**config.mk**
```make
export PLATFORM = sky130hd
export DESIGN_NAME = sync_fifo_gen
export DESIGN_NICKNAME = d
export VERILOG_FILES = /design/src/rtl/sync_fifo_gen_pkg.sv /design/src/rtl/sync_fifo_gen_mem.sv /design/src/rtl/sync_fifo_gen.sv
export SDC_FILE = /design/constraint.sdc
export NUM_CORES = 1
export LEC_CHECK = 0
export CAP_MARGIN = 20
export CORE_MARGIN = 4
export CORE_UTILIZATION = 45
export CTS_BUF_LIST = sky130_fd_sc_hd__clkbuf_4 sky130_fd_sc_hd__clkbuf_8
export CTS_CLUSTER_SIZE = 24
export DETAILED_ROUTE_END_ITERATION = 10
export GPL_TIMING_DRIVEN = 0
export PLACE_DENSITY = 0.64
export SLEW_MARGIN = 10
export SYNTH_ARGS = -nofsm -noshare
export SYNTH_HDL_FRONTEND = slang
export SYNTH_HIERARCHICAL = 1
export SYNTH_SLANG_ARGS = --single-unit
```
**constraint.sdc**
```tcl
create_clock -name clk -period 2.4 [get_ports clk]
set_input_delay 0.36 -clock clk [delete_from_list [all_inputs] [get_ports clk]]
set_output_delay 0.36 -clock clk [all_outputs]
set_load 0.05 [all_outputs]
```
**src/rtl/sync_fifo_gen_pkg.sv**
```systemverilog
// Shared types and helpers for the sync_fifo_gen FIFO.
//   fifo_mode_e   : read-mode selector (standard / first-word-fall-through)
//   ptr_width()   : address width for a DEPTH-entry array (minimum 1)
//   cnt_width()   : width able to hold 0..DEPTH
//   clamp_thresh(): clamps a programmed threshold into [1, depth-1]
package sync_fifo_gen_pkg;

  typedef enum logic {
    FIFO_STD  = 1'b0,
    FIFO_FWFT = 1'b1
  } fifo_mode_e;

  function automatic int unsigned ptr_width(int unsigned depth);
    return (depth < 2) ? 1 : $clog2(depth);
  endfunction

  function automatic int unsigned cnt_width(int unsigned depth);
    return $clog2(depth + 1);
  endfunction

  // A threshold of 0 or >= depth would make the almost flags either never
  // fire or overlap full/empty, so the effective value is kept inside the band.
  function automatic int unsigned clamp_thresh(int unsigned value, int unsigned depth);
    if (value < 1)         return 1;
    if (value > depth - 1) return depth - 1;
    return value;
  endfunction

endpackage

```
**src/rtl/sync_fifo_gen_mem.sv**
```systemverilog
// Simple dual-port register array backing the FIFO.
//   clk   : write clock
//   we    : write enable, waddr/wdata : write port
//   raddr : asynchronous read address, rdata : read data
module sync_fifo_gen_mem #(
  parameter int DATA_WIDTH = 16,
  parameter int DEPTH      = 8,
  parameter int ADDR_W     = 3
) (
  input  logic                  clk,
  input  logic                  we,
  input  logic [ADDR_W-1:0]     waddr,
  input  logic [DATA_WIDTH-1:0] wdata,
  input  logic [ADDR_W-1:0]     raddr,
  output logic [DATA_WIDTH-1:0] rdata
);

  logic [DATA_WIDTH-1:0] mem [DEPTH];

  // NOTE: the array has no reset on purpose -- contents are only ever read
  // behind a valid pointer/count, and a reset here would prevent RAM mapping.
  // NOTE: sequential state is always assigned with <= so every flop samples
  // pre-edge values regardless of process ordering.
  always_ff @(posedge clk) begin
    if (we) mem[waddr] <= wdata;
  end

  assign rdata = mem[raddr];

endmodule

```
**src/rtl/sync_fifo_gen.sv**
```systemverilog
// Parametrised single-clock FIFO with standard or FWFT read mode,
// programmable almost-full/almost-empty thresholds and synchronous flush.
//   clk, rst (async, active high), flush (sync clear, highest priority)
//   wr_en/data_in          : write side
//   rd_en                  : read request (FWFT: pop head)
//   af_thresh/ae_thresh    : live almost-full / almost-empty thresholds
//   data_out/valid         : read data and its qualifier
//   wr_ack/overflow/underflow : one-cycle registered responses
//   full/empty/almostfull/almostempty/count : occupancy status
module sync_fifo_gen
  import sync_fifo_gen_pkg::*;
#(
  parameter int DATA_WIDTH = 16,
  parameter int DEPTH      = 8,
  parameter int FWFT       = 0,
  parameter int CNT_W      = cnt_width(DEPTH)
) (
  input  logic                  clk,
  input  logic                  rst,
  input  logic                  flush,
  input  logic                  wr_en,
  input  logic [DATA_WIDTH-1:0] data_in,
  input  logic                  rd_en,
  input  logic [CNT_W-1:0]      af_thresh,
  input  logic [CNT_W-1:0]      ae_thresh,
  output logic [DATA_WIDTH-1:0] data_out,
  output logic                  valid,
  output logic                  wr_ack,
  output logic                  overflow,
  output logic                  underflow,
  output logic                  full,
  output logic                  empty,
  output logic                  almostfull,
  output logic                  almostempty,
  output logic [CNT_W-1:0]      count
);

  localparam int                 PTR_W    = ptr_width(DEPTH);
  localparam fifo_mode_e         MODE     = (FWFT != 0) ? FIFO_FWFT : FIFO_STD;
  localparam logic [PTR_W-1:0]   LAST_PTR = PTR_W'(DEPTH - 1);
  localparam logic [CNT_W-1:0]   FULL_CNT = CNT_W'(DEPTH);

  logic [PTR_W-1:0]      wr_ptr, rd_ptr;
  logic [DATA_WIDTH-1:0] rdata;
  logic                  rd_accept, write_accept;
  logic [CNT_W-1:0]      af_eff, ae_eff;

  // Explicit wrap so non-power-of-two depths work.
  function automatic logic [PTR_W-1:0] next_ptr(input logic [PTR_W-1:0] p);
    return (p == LAST_PTR) ? '0 : p + 1'b1;
  endfunction

  // A read frees a slot in the same edge, so a full FIFO may still take a write.
  // flush suppresses both requests.
  assign rd_accept    = rd_en && !empty && !flush;
  assign write_accept = wr_en && (!full || rd_accept) && !flush;

  assign full   = (count == FULL_CNT);
  assign empty  = (count == '0);
  assign af_eff = CNT_W'(clamp_thresh(32'(af_thresh), DEPTH));
  assign ae_eff = CNT_W'(clamp_thresh(32'(ae_thresh), DEPTH));
  assign almostfull  = !full  && (count >= af_eff);
  assign almostempty = !empty && (count <= ae_eff);

  sync_fifo_gen_mem #(
    .DATA_WIDTH (DATA_WIDTH),
    .DEPTH      (DEPTH),
    .ADDR_W     (PTR_W)
  ) u_mem (
    .clk   (clk),
    .we    (write_accept),
    .waddr (wr_ptr),
    .wdata (data_in),
    .raddr (rd_ptr),
    .rdata (rdata)
  );

  always_ff @(posedge clk or posedge rst) begin
    if (rst) begin
      wr_ptr    <= '0;
      rd_ptr    <= '0;
      count     <= '0;
      wr_ack    <= 1'b0;
      overflow  <= 1'b0;
      underflow <= 1'b0;
    end else if (flush) begin
      wr_ptr    <= '0;
      rd_ptr    <= '0;
      count     <= '0;
      wr_ack    <= 1'b0;
      overflow  <= 1'b0;
      underflow <= 1'b0;
    end else begin
      wr_ack    <= write_accept;
      overflow  <= wr_en && !write_accept;
      underflow <= rd_en && !rd_accept;
      if (write_accept) wr_ptr <= next_ptr(wr_ptr);
      if (rd_accept)    rd_ptr <= next_ptr(rd_ptr);
      case ({write_accept, rd_accept})
        2'b10:   count <= count + 1'b1;
        2'b01:   count <= count - 1'b1;
        default: count <= count;
      endcase
    end
  end

  if (MODE == FIFO_FWFT) begin : g_fwft
    // Head is always presented; rd_en only advances rd_ptr.
    assign data_out = rdata;
    assign valid    = !empty;
  end else begin : g_std
    logic [DATA_WIDTH-1:0] data_q;
    logic                  valid_q;

    always_ff @(posedge clk or posedge rst) begin
      if (rst) begin
        data_q  <= '0;
        valid_q <= 1'b0;
      end else if (flush) begin
        valid_q <= 1'b0;
      end else begin
        valid_q <= rd_accept;
        if (rd_accept) data_q <= rdata;
      end
    end

    assign data_out = data_q;
    assign valid    = valid_q;
  end

endmodule

```
Yosys cells after proc, flatten, opt, wreduce, memory -nomap -nowiden. Memory sizes are Yosys's and may differ from the RTL's. A register that Yosys moved wholly into a read port is not among the register bits. Cells that the tools add are included.

Add/sub/neg operators: 4. Multipliers: 0. Divide/modulo/power cells: 0. Magnitude comparators: 6. Eq/ne operators: 5. Shift-type cells: 0. Mux-type cells: 28. Bitwise gates (word level): 1. Reduce and logical (&&, ||, !) cells: 19.

Operators with widths (count): 3-bit 2-to-1 mux (8); 4-bit 2-to-1 mux (5); 1-bit 2-to-1 mux (14); 4-bit by 3-bit greater-than comparator with 1-bit output (second input constant) (2); 1-bit logical AND (8); 4-bit by 1-bit less-than comparator with 1-bit output (second input constant) (2); 4-bit case mux with 2 select lines (1); 3-bit by 1-bit adder with 3-bit output (second input constant) (2); 3-bit equality test (second input constant) (2); 1-bit zero test (5); 4-bit by 1-bit adder with 4-bit output (second input constant) (1); 4-bit equality test (second input constant) (1); 4-bit greater-or-equal comparator (1); 4-bit <= comparator (1); 4-bit zero test (1); 2-bit nonzero test (2); 4-bit by 1-bit subtractor with 4-bit output (second input constant) (1); 3-bit nonzero test (1); 2-bit by 1-bit equality test with 1-bit output (second input constant) (1); 2-bit equality test (second input constant) (1); 2-bit AND reduction (1); 1-bit logical OR (1); 1-bit NOT (1).

Register bits after elaboration: 14. Bits in latches: 0. Memory bits (writable): 128. ROM bits: 0. Input bits: 29. Output and inout bits: 28. Logic and storage cells: 71. Memories: 1.

Memory list: u_mem.mem (depth 8, bits a word 16, rd ports 1, clocked after memory_dff 1, write ports 1, line sync_fifo_gen_mem.sv:18) `logic [DATA_WIDTH-1:0] mem [DEPTH];`.

Logic depth before layout (Yosys ltp). Gate-level depths: netlist of run 1.

Word-level depth: 10. Depth in mapped cells: 10. Gate-level depth less buffers: 9.

Hierarchy. Netlist of run 1, hierarchy kept.

By module, submodules not included: sync_fifo_gen_mem (instances 1, cells each 198, area each 4973.5 um^2, sequential area each 3843.7 um^2); sync_fifo_gen (instances 1, cells each 180, area each 1617.8 um^2, sequential area each 750.7 um^2).

Worst setup path after synthesis of run 1. OpenSTA, ideal clock, no wires.

Path type: register to register. From: register count[1]. To: memory u_mem.mem[0][0], enable pin. Library setup time: 0.409 ns. Data arrival time: 2.491 ns. Data required time: 1.991 ns. Slack: -0.500 ns. Stages on the path, launching flop included: 6. Buffers on the path: 0. Clock period less this slack: 2.900 ns. Path through: dfrtp_1 -> or4b_1 -> nor2_1 -> nor2_1 -> nand2b_1 -> nor3_1.

Cells in the longest elaborated chain, start to end: 9. Elaborated cells on any way between the ends: 11. Those cells by class: eq/ne: 1; mux: 2; reduce/logical: 8.

Ends and longest elaborated chain: from (decl) (line sync_fifo_gen.sv:35) `output logic [CNT_W-1:0] count`; from (signal assigned) (line sync_fifo_gen.sv:100) `2'b10: count <= count + 1'b1;`; from (signal assigned) (line sync_fifo_gen.sv:101) `2'b01: count <= count - 1'b1;`; from (signal assigned) (line sync_fifo_gen.sv:102) `default: count <= count;`; 4-bit zero test (line sync_fifo_gen.sv:59) `assign empty = (count == '0);`; 1-bit zero test (line sync_fifo_gen.sv:55) `assign rd_accept = rd_en && !empty && !flush;`; 1-bit logical AND (2 in a row) (line sync_fifo_gen.sv:55); 1-bit logical OR (*) (line sync_fifo_gen.sv:56) `assign write_accept = wr_en && (!full || rd_accept) && !flush;`; 1-bit logical AND (*) (2 in a row) (line sync_fifo_gen.sv:56); named net write_accept (line sync_fifo_gen.sv:45) `logic rd_accept, write_accept;`; 1-bit 2-to-1 mux (*) (line sync_fifo_gen_mem.sv:25) `if (we) mem[waddr] <= wdata;`; 1-bit 2-to-1 mux (implied by the code) (*) (line sync_fifo_gen_mem.sv:25); to (decl) (line sync_fifo_gen_mem.sv:18).

Mark *: on every way through the listed nets, which the timed path passes. The rest lies on a longest branch.

Worst setup path after layout of run 1.
From: register count[0]. To: register count[3].

Cells in the longest elaborated chain, start to end: 10. Elaborated cells on any way between the ends: 16. Those cells by class: add/sub: 2; eq/ne: 3; mux: 2; reduce/logical: 9.

Ends and longest elaborated chain: 4-bit zero test (line sync_fifo_gen.sv:59); 1-bit zero test (line sync_fifo_gen.sv:55); 1-bit logical AND (2 in a row) (line sync_fifo_gen.sv:55); 1-bit logical OR (line sync_fifo_gen.sv:56); 1-bit logical AND (2 in a row) (line sync_fifo_gen.sv:56); 2-bit by 1-bit equality test with 1-bit output / 2-bit equality test (equally long branches) (line sync_fifo_gen.sv:99) `case ({write_accept, rd_accept})`; 4-bit case mux with 2 select lines (line sync_fifo_gen.sv:99); 4-bit 2-to-1 mux (line sync_fifo_gen.sv:86) `end else if (flush) begin`.

Several ways; a longest one is shown, not always the timed one. A chain may end at the register's enable or synchronous reset.

==> run metrics, run 1 <==
status=finished, final reports clean; Final GP Congestion=0.753; clock tree buffer depth=2; Syn Area/Cell=17.4 µm²; CTS buffer count=17; setup TNS=0 ps; die width=129 µm; first-pass GRT wire length=21200 µm; max_cap viols=0; grt total ovfl=0; Net Sw Frac=between 30% and 40%; gr busiest metal=met2; vias in the first global route=3813; Slew @ Worst Pin=738 ps; IO Port Bufs=56; final worst-path cycle share=99.0%; hold crit path type=input port to async pin; cell with the largest stage delay on the worst path=or4_4; DRC Markers=0; Ys Warns=6; Flop pwr share=45.4%; core area=0.0141 mm²; crit end category=flop; Psw=2.20 mW; Iteration-0 DRC Markers=slightly above 300; number of synthesized register bits=158; layout cells sized above 1=24.8%; power share of the combinational group=27.6%; Storage cell area=0.00460 mm²; Unique masters post-synth=40; slowest stage delay, CP=580 ps; hold buffer count at cts=0; Multi-input gate area=between 0.002 and 0.0025 mm²; initial core utilization=46.8%; ANT nets after route=0; fillers=between 1000 and 1500; WP data arrival=about 2700 ps; Max Slew Vio Count=0; Clock power frac=27.0%; final WL=13300 µm; largest net degree at the start of global routing=31; Peak VDD IR=between 700 and 800 µV; Worst-Skew Late Latency=approximately 430 ps; Setup crit start kind=flop; Cell Pwr Density=between 800 and 900 mW/mm²; RSZ-0062 raised after global routing=true; row cnt=43; Post-Syn Area=between 0.006 and 0.007 mm²; final worst slack=24.2 ps; met2 Use GR=28.9%; Worst Path Max Fanout=4; Seq/Total Area, Yosys=about 70%; Final Critical Period=2380 ps; vias per inst=5.36; Area Growth Syn to Fin=25.1%; clock-pin slew on the worst setup and hold paths=roughly 80 ps; Synth Instances=378; gr usage total=17.3%; initial antenna violation count=0; DP Worst Slack=-612 ps; H-tree depth=4; Die Ht=129 µm; CP required=2710 ps; Clock Tree Root=clkbuf_8; CTS tree=built; Setup Skew=11.3 ps; Ports=57; final core occ=between 50% and 60%; fin nets=around 520; critical path type=flop to flop; Clock Sinks=158; Vias=3601; met1 Usage GRT=22.3%; Antenna Cells=0; routed length per instance=19.8 µm; drt pass-1 iters=4; dpl cells=623; final setup fails=0; Int Power=4.98 mW; Hold Fails Final Rpt=0; GRT met3 Usage=5.40%; Final Non-Filler Cells=672; fmax=421 MHz; worst-path cell chain=or4_4, nand2b_4, nor2_4, ha_4, nand3_4, nand2_4, nor3_4, a22o_1, a311o_1; Detail Placement HPWL=between 8000 and 9000 µm; die area=roughly 0.017 mm²; Leak=2.99 nW; Rel. slew slack=50.7%
cells in the mapped netlist:
master / instances / area, µm²
edfxtp_1: 128 / 3840
o21ai_2: 1 / 8.76
clkbuf_2: 1 / 5.00
nand2b_4: 1 / 13.8
mux2_2: 16 / 180
fa_1: 1 / 20.0
nor3b_1: 1 / 7.51
inv_1: 3 / 11.3
o21ai_0: 6 / 30.0
or4_4: 1 / 11.3
mux2i_1: 1 / 10.0
conb_1: 1 / 3.75
buf_6: 5 / 56.3
nor2_1: 26 / 97.6
a211oi_1: 1 / 7.51
dfrtp_1: 30 / 751
a311o_1: 1 / 10.0
nand4_1: 1 / 6.26
buf_2: 1 / 5.00
a2111oi_0: 1 / 8.76
o21a_1: 1 / 7.51
clkbuf_1: 2 / 7.51
nand3_1: 1 / 5.00
a21oi_1: 8 / 40.0
a22o_1: 2 / 17.5
buf_1: 6 / 22.5
nor4b_1: 2 / 17.5
nor2b_1: 1 / 6.26
nand2b_1: 9 / 56.3
ha_1: 14 / 175
nor3_1: 5 / 25.0
mux4_1: 28 / 736
xnor2_1: 3 / 26.3
nor3_2: 1 / 10.0
nand2_1: 57 / 214
o31ai_1: 1 / 7.51
inv_2: 2 / 7.51
mux4_2: 4 / 90.1
a21o_1: 3 / 22.5
or4b_1: 1 / 10.0
power groups by stage:
stage / clock network (mW) / registers (mW) / logic (mW)
after floorplan: 0 / 3.82 / 0.734
after global placement: 0 / 3.33 / 1.80
after detailed placement: 0 / 3.34 / 1.83
after CTS: 1.98 / 3.26 / 1.98
after global routing: 2.11 / 3.29 / 2.11
final: 1.94 / 3.26 / 1.99
final cells by class:
type                            instances  area share [%]
Sequential cell                       158            55.8
Multi-Input combinational cell        201            25.1
Timing Repair Buffer                   82            10.3
Clock buffer                           21            3.43
Tap cell                              180            2.73
Clock inverter                         11            1.38
Buffer                                 14            1.05
Inverter                                5           0.258
cell usage in the layout, fill, tap and decap left out, types with 4 or more instances in the layout:
| cell | synthesis | layout |
|---|---|---|
| ha_4 | 0 | 4 |
| ha_1 | 14 | 10 |
| nor2_1 | 26 | 18 |
| buf_1 | 6 | 5 |
| clkbuf_8 | 0 | 20 |
| buf_4 | 0 | 14 |
| edfxtp_1 | 128 | 128 |
| clkdlybuf4s50_1 | 0 | 51 |
| mux4_2 | 4 | 4 |
| dfrtp_1 | 30 | 26 |
| buf_6 | 5 | 9 |
| dfrtp_2 | 0 | 4 |
| buf_8 | 0 | 8 |
| mux2_2 | 16 | 16 |
| nand2_1 | 57 | 56 |
| nor2_4 | 0 | 5 |
| mux4_1 | 28 | 28 |
| a21oi_1 | 8 | 5 |
| o21ai_0 | 6 | 4 |
| nand2b_1 | 9 | 8 |
logic make-up after synthesis:
kind of cell	synth area share [%]
AOI/OAI and AO/OA	2.43
and+or+nand+nor	7.29
xor gates and xnor gates	0.399
muxes	15.4
DFF	69.7
adders and majority gates	2.96
buffers and inverters	1.75
other	0.0569
what timing repair did:
| item | in CTS | in global routing |
|---|---|---|
| buffers inserted | 15 | 3 |
| resized for setup | 41 | 13 |
| pin swaps | 10 | 3 |
| setup endpoints to repair | 78 | 44 |
| hold endpoints to repair | 0 | 0 |
per-layer routing:
layer	share of wire [%]	up-vias
li1	-	1666
met1	43	1825
met2	51	100
met3	6.0	10
met4	0.75	0
met5	0	-
per-stage QoR:
step	total power, mW	area, µm²	hold WS [ps]
6_report	7.18	8240	377
5_1_grt	7.51	8240	414
4_1_cts	7.22	8180	386
3_5_place_dp	5.17	7580	464
3_3_place_gp	5.13	7430	458
2_1_floorplan	4.55	6650	433
final timing paths:
check                                        start                 endpoint  slack, ps  depth (start not counted)
max                           count[0]$_DFFE_PP0P_     count[3]$_DFFE_PP0P_         20                          9
min                                            rst  data_out[4]$_DFFE_PP0P_        380                          2
max reg2reg                   count[0]$_DFFE_PP0P_     count[3]$_DFFE_PP0P_         20                          9
min reg2reg                data_out[4]$_DFFE_PP0P_  data_out[4]$_DFFE_PP0P_        480                          2
max in group asynchronous                      rst     count[0]$_DFFE_PP0P_       1510                          2
min in group clk           data_out[4]$_DFFE_PP0P_  data_out[4]$_DFFE_PP0P_        480                          2
registers in the layout, indices dropped and copies added, names as in the netlist:
signal	cells
count	4
data_out	16
overflow	1
rd_ptr	3
u_mem/mem	128
underflow	1
valid	1
wr_ack	1
wr_ptr	3
critical path: cells and delay by family, from the launching register on:
family                   cells  cell delay [ps]
AND/OR/NAND/NOR              6              980
adder cells (fa/ha/maj)      1              320
AO/OA/AOI/OAI                2              520
flip-flops                   1              440
(Power assumes the default switching activity.)
==> inputs of run 2 (changes only) <==
--- a/config.mk
+++ b/config.mk
@@ -11,7 +11,7 @@
 export CTS_BUF_LIST = sky130_fd_sc_hd__clkbuf_4 sky130_fd_sc_hd__clkbuf_8
 export CTS_CLUSTER_SIZE = 24
 export DETAILED_ROUTE_END_ITERATION = 10
-export GPL_TIMING_DRIVEN = 0
+export MAX_ROUTING_LAYER = met4
 export PLACE_DENSITY = 0.64
 export SLEW_MARGIN = 10
 export SYNTH_ARGS = -nofsm -noshare
==> run 2 against run 1 <==
- the run now ends with negative setup slack left
- clock power decreased by 9.8%
- register-to-register slack improved by 40 ps
- maximum frequency decreased by 1.3%
- non-clock buffer count increased by 2
- die area unchanged
- global-route usage decreased by 0.40 points
- critical path type is now input port to output port
- critical endpoint is now almostempty
- highest routed layer unchanged
==> run metrics, run 2 (same netlist as run 1, synthesis figures left out) <==
status=finished, violations left; failing checks=negative setup slack; R2R Setup Slk=60 ps; Worst-Skew Late Latency=440 ps; CTS tree=built; Top reg by flops=u_mem/mem; critical path type=input port to output port; DP Worst Slack=-46.3 ps; Max Slew Vio Count=0; CP required=2040 ps; clock tree buffer depth=2; final worst slack=-5.97 ps; number of flip-flops in the largest register=128; Storage cell area=0.00460 mm²; Clock Sinks=roughly 160; commonest non-fill, non-tap cell in the layout=edfxtp_1; power share of the combinational group=about 28%; row cnt=43; drt pass-1 iters=4; FF-to-FF Start=count[0]$_DFFE_PP0P_; IO Port Bufs=between 50 and 60; ANT nets after route=0; Rel. slew slack=65.9%; Hold Fails Final Rpt=0; initial core utilization=46.8%; first-pass GRT wire length=around 20000 µm; vias per inst=approximately 5.4; clock-pin slew on the worst setup and hold paths=80 ps; final setup fails=1; Ports=57; Setup crit start kind=input port; H-tree depth=4; Setup Skew=approximately 8.3 ps; DRC Markers=0; fmax=416 MHz; final worst-path cycle share=100%; met2 routed WL=6380 µm; hold crit path type=input port to async pin; Slew @ Worst Pin=510 ps; Vias=3622; power consumption=6.96 mW; Psw=2.11 mW; Detail Placement HPWL=about 8000 µm; Peak VDD IR=roughly 480 µV; Multi-input gate area=between 0.002 and 0.0025 mm²; FF-to-FF path depth=10; fillers=1107; largest net degree at the start of global routing=36; Int Power=4.85 mW; layout cells sized above 1=25.1%; met1 WL=5600 µm; Area Growth Syn to Fin=23.5%; gr usage total=16.9%; crit end category=output port; Clock power frac=25.2%; Critical R2R Capture=count[3]$_DFFE_PP0P_; core area=0.0141 mm²; Cell Pwr Density=855 mW/mm²; Die Ht=129 µm; CTS buffer count=17; die width=129 µm; WP data arrival=2050 ps; final WL=12700 µm; dpl cells=635; die area=0.0166 mm²; Iteration-0 DRC Markers=around 230; vias in the first global route=about 3700; met3 wire length=about 660 µm; hold buffer count at cts=0; Clock Tree Root=clkbuf_8; Leak=3.02 nW; routed length per instance=18.9 µm; initial antenna violation count=0; Flop pwr share=46.7%; grt total ovfl=0; Antenna Cells=0; Final GP Congestion=0.802; fin nets=525; max_cap viols=0; Net Sw Frac=30.3%; Top Layer Used=met4; commonest non-fill, non-tap cells in the layout=edfxtp_1, nand2_1, clkdlybuf4s50_1, buf_4, mux4_1; RSZ-0062 raised after global routing=true; Final Critical Period=2410 ps; Worst Path Max Fanout=3; Final Non-Filler Cells=674
==> run 2: routing by layer <==
metal	track usage (%)	vias to the layer above
met4	5.37	0
met3	4.25	9
met2	26.8	92
li1	-	1683
met1	21.6	1838
met5	-	-
==> run 2: final cells by class <==
class,instances,share of cell area (%)
Sequential cell,158,56.5
Multi-Input combinational cell,201,24.6
Clock buffer,26,4.01
Inverter,5,0.292
Timing Repair Buffer,98,11.4
Tap cell,180,2.77
Clock inverter,6,0.430
==> run 2: what timing repair did <==
item | CTS | global route
pin swaps | 5 | 10
endpoints found under the setup margin | 2 | 4
resized for setup | 11 | 8
setup buffers | 4 | 3
==> run 2: power groups by stage <==
stage	clock (mW)	combinational [mW]	sequential, mW
after floorplan	0	0.734	3.82
after global placement	0	1.88	3.30
after detailed placement	0	1.89	3.31
after CTS	1.82	1.95	3.25
after global routing	1.95	2.09	3.27
final	1.75	1.96	3.25
==> run 2: worst max-delay path, stage by stage <==
cell and delay [ps]:
clkdlybuf4s50_1 450, nor2_2 160, ha_4 230, nor2b_4 120
o21a_1 170, o21ai_1 130, nand2b_1 80, a21oi_2 180
buf_12 160
==> run 2: worst max path at each step <==
stage | slack [ps] | from | depth (start not counted) | to
finish | -6 | ae_thresh[3] | 9 | almostempty
global route | -110 | ae_thresh[3] | 9 | almostempty
CTS | -40 | count[1]$_DFFE_PP0P_ | 8 | almostempty
detailed placement | -50 | ae_thresh[3] | 9 | almostempty
global placement | -20 | af_thresh[3] | 10 | almostfull
floorplan | -170 | count[2]$_DFFE_PP0P_ | 10 | count[3]$_DFFE_PP0P_
==> run 2: per-stage QoR <==
stage | util [%] | cell area [µm²] | setup TNS [ps] | hold WS (ps)
2_1_floorplan | - | 6650 | -274 | 433
3_3_place_gp | 54.2 | 7640 | -21.4 | 457
3_5_place_dp | 54.2 | 7640 | -91.4 | 462
4_1_cts | 57.3 | 8080 | -42.5 | 292
5_1_grt | 57.8 | 8140 | -203 | 313
6_report | 57.8 | 8140 | -5.97 | 308
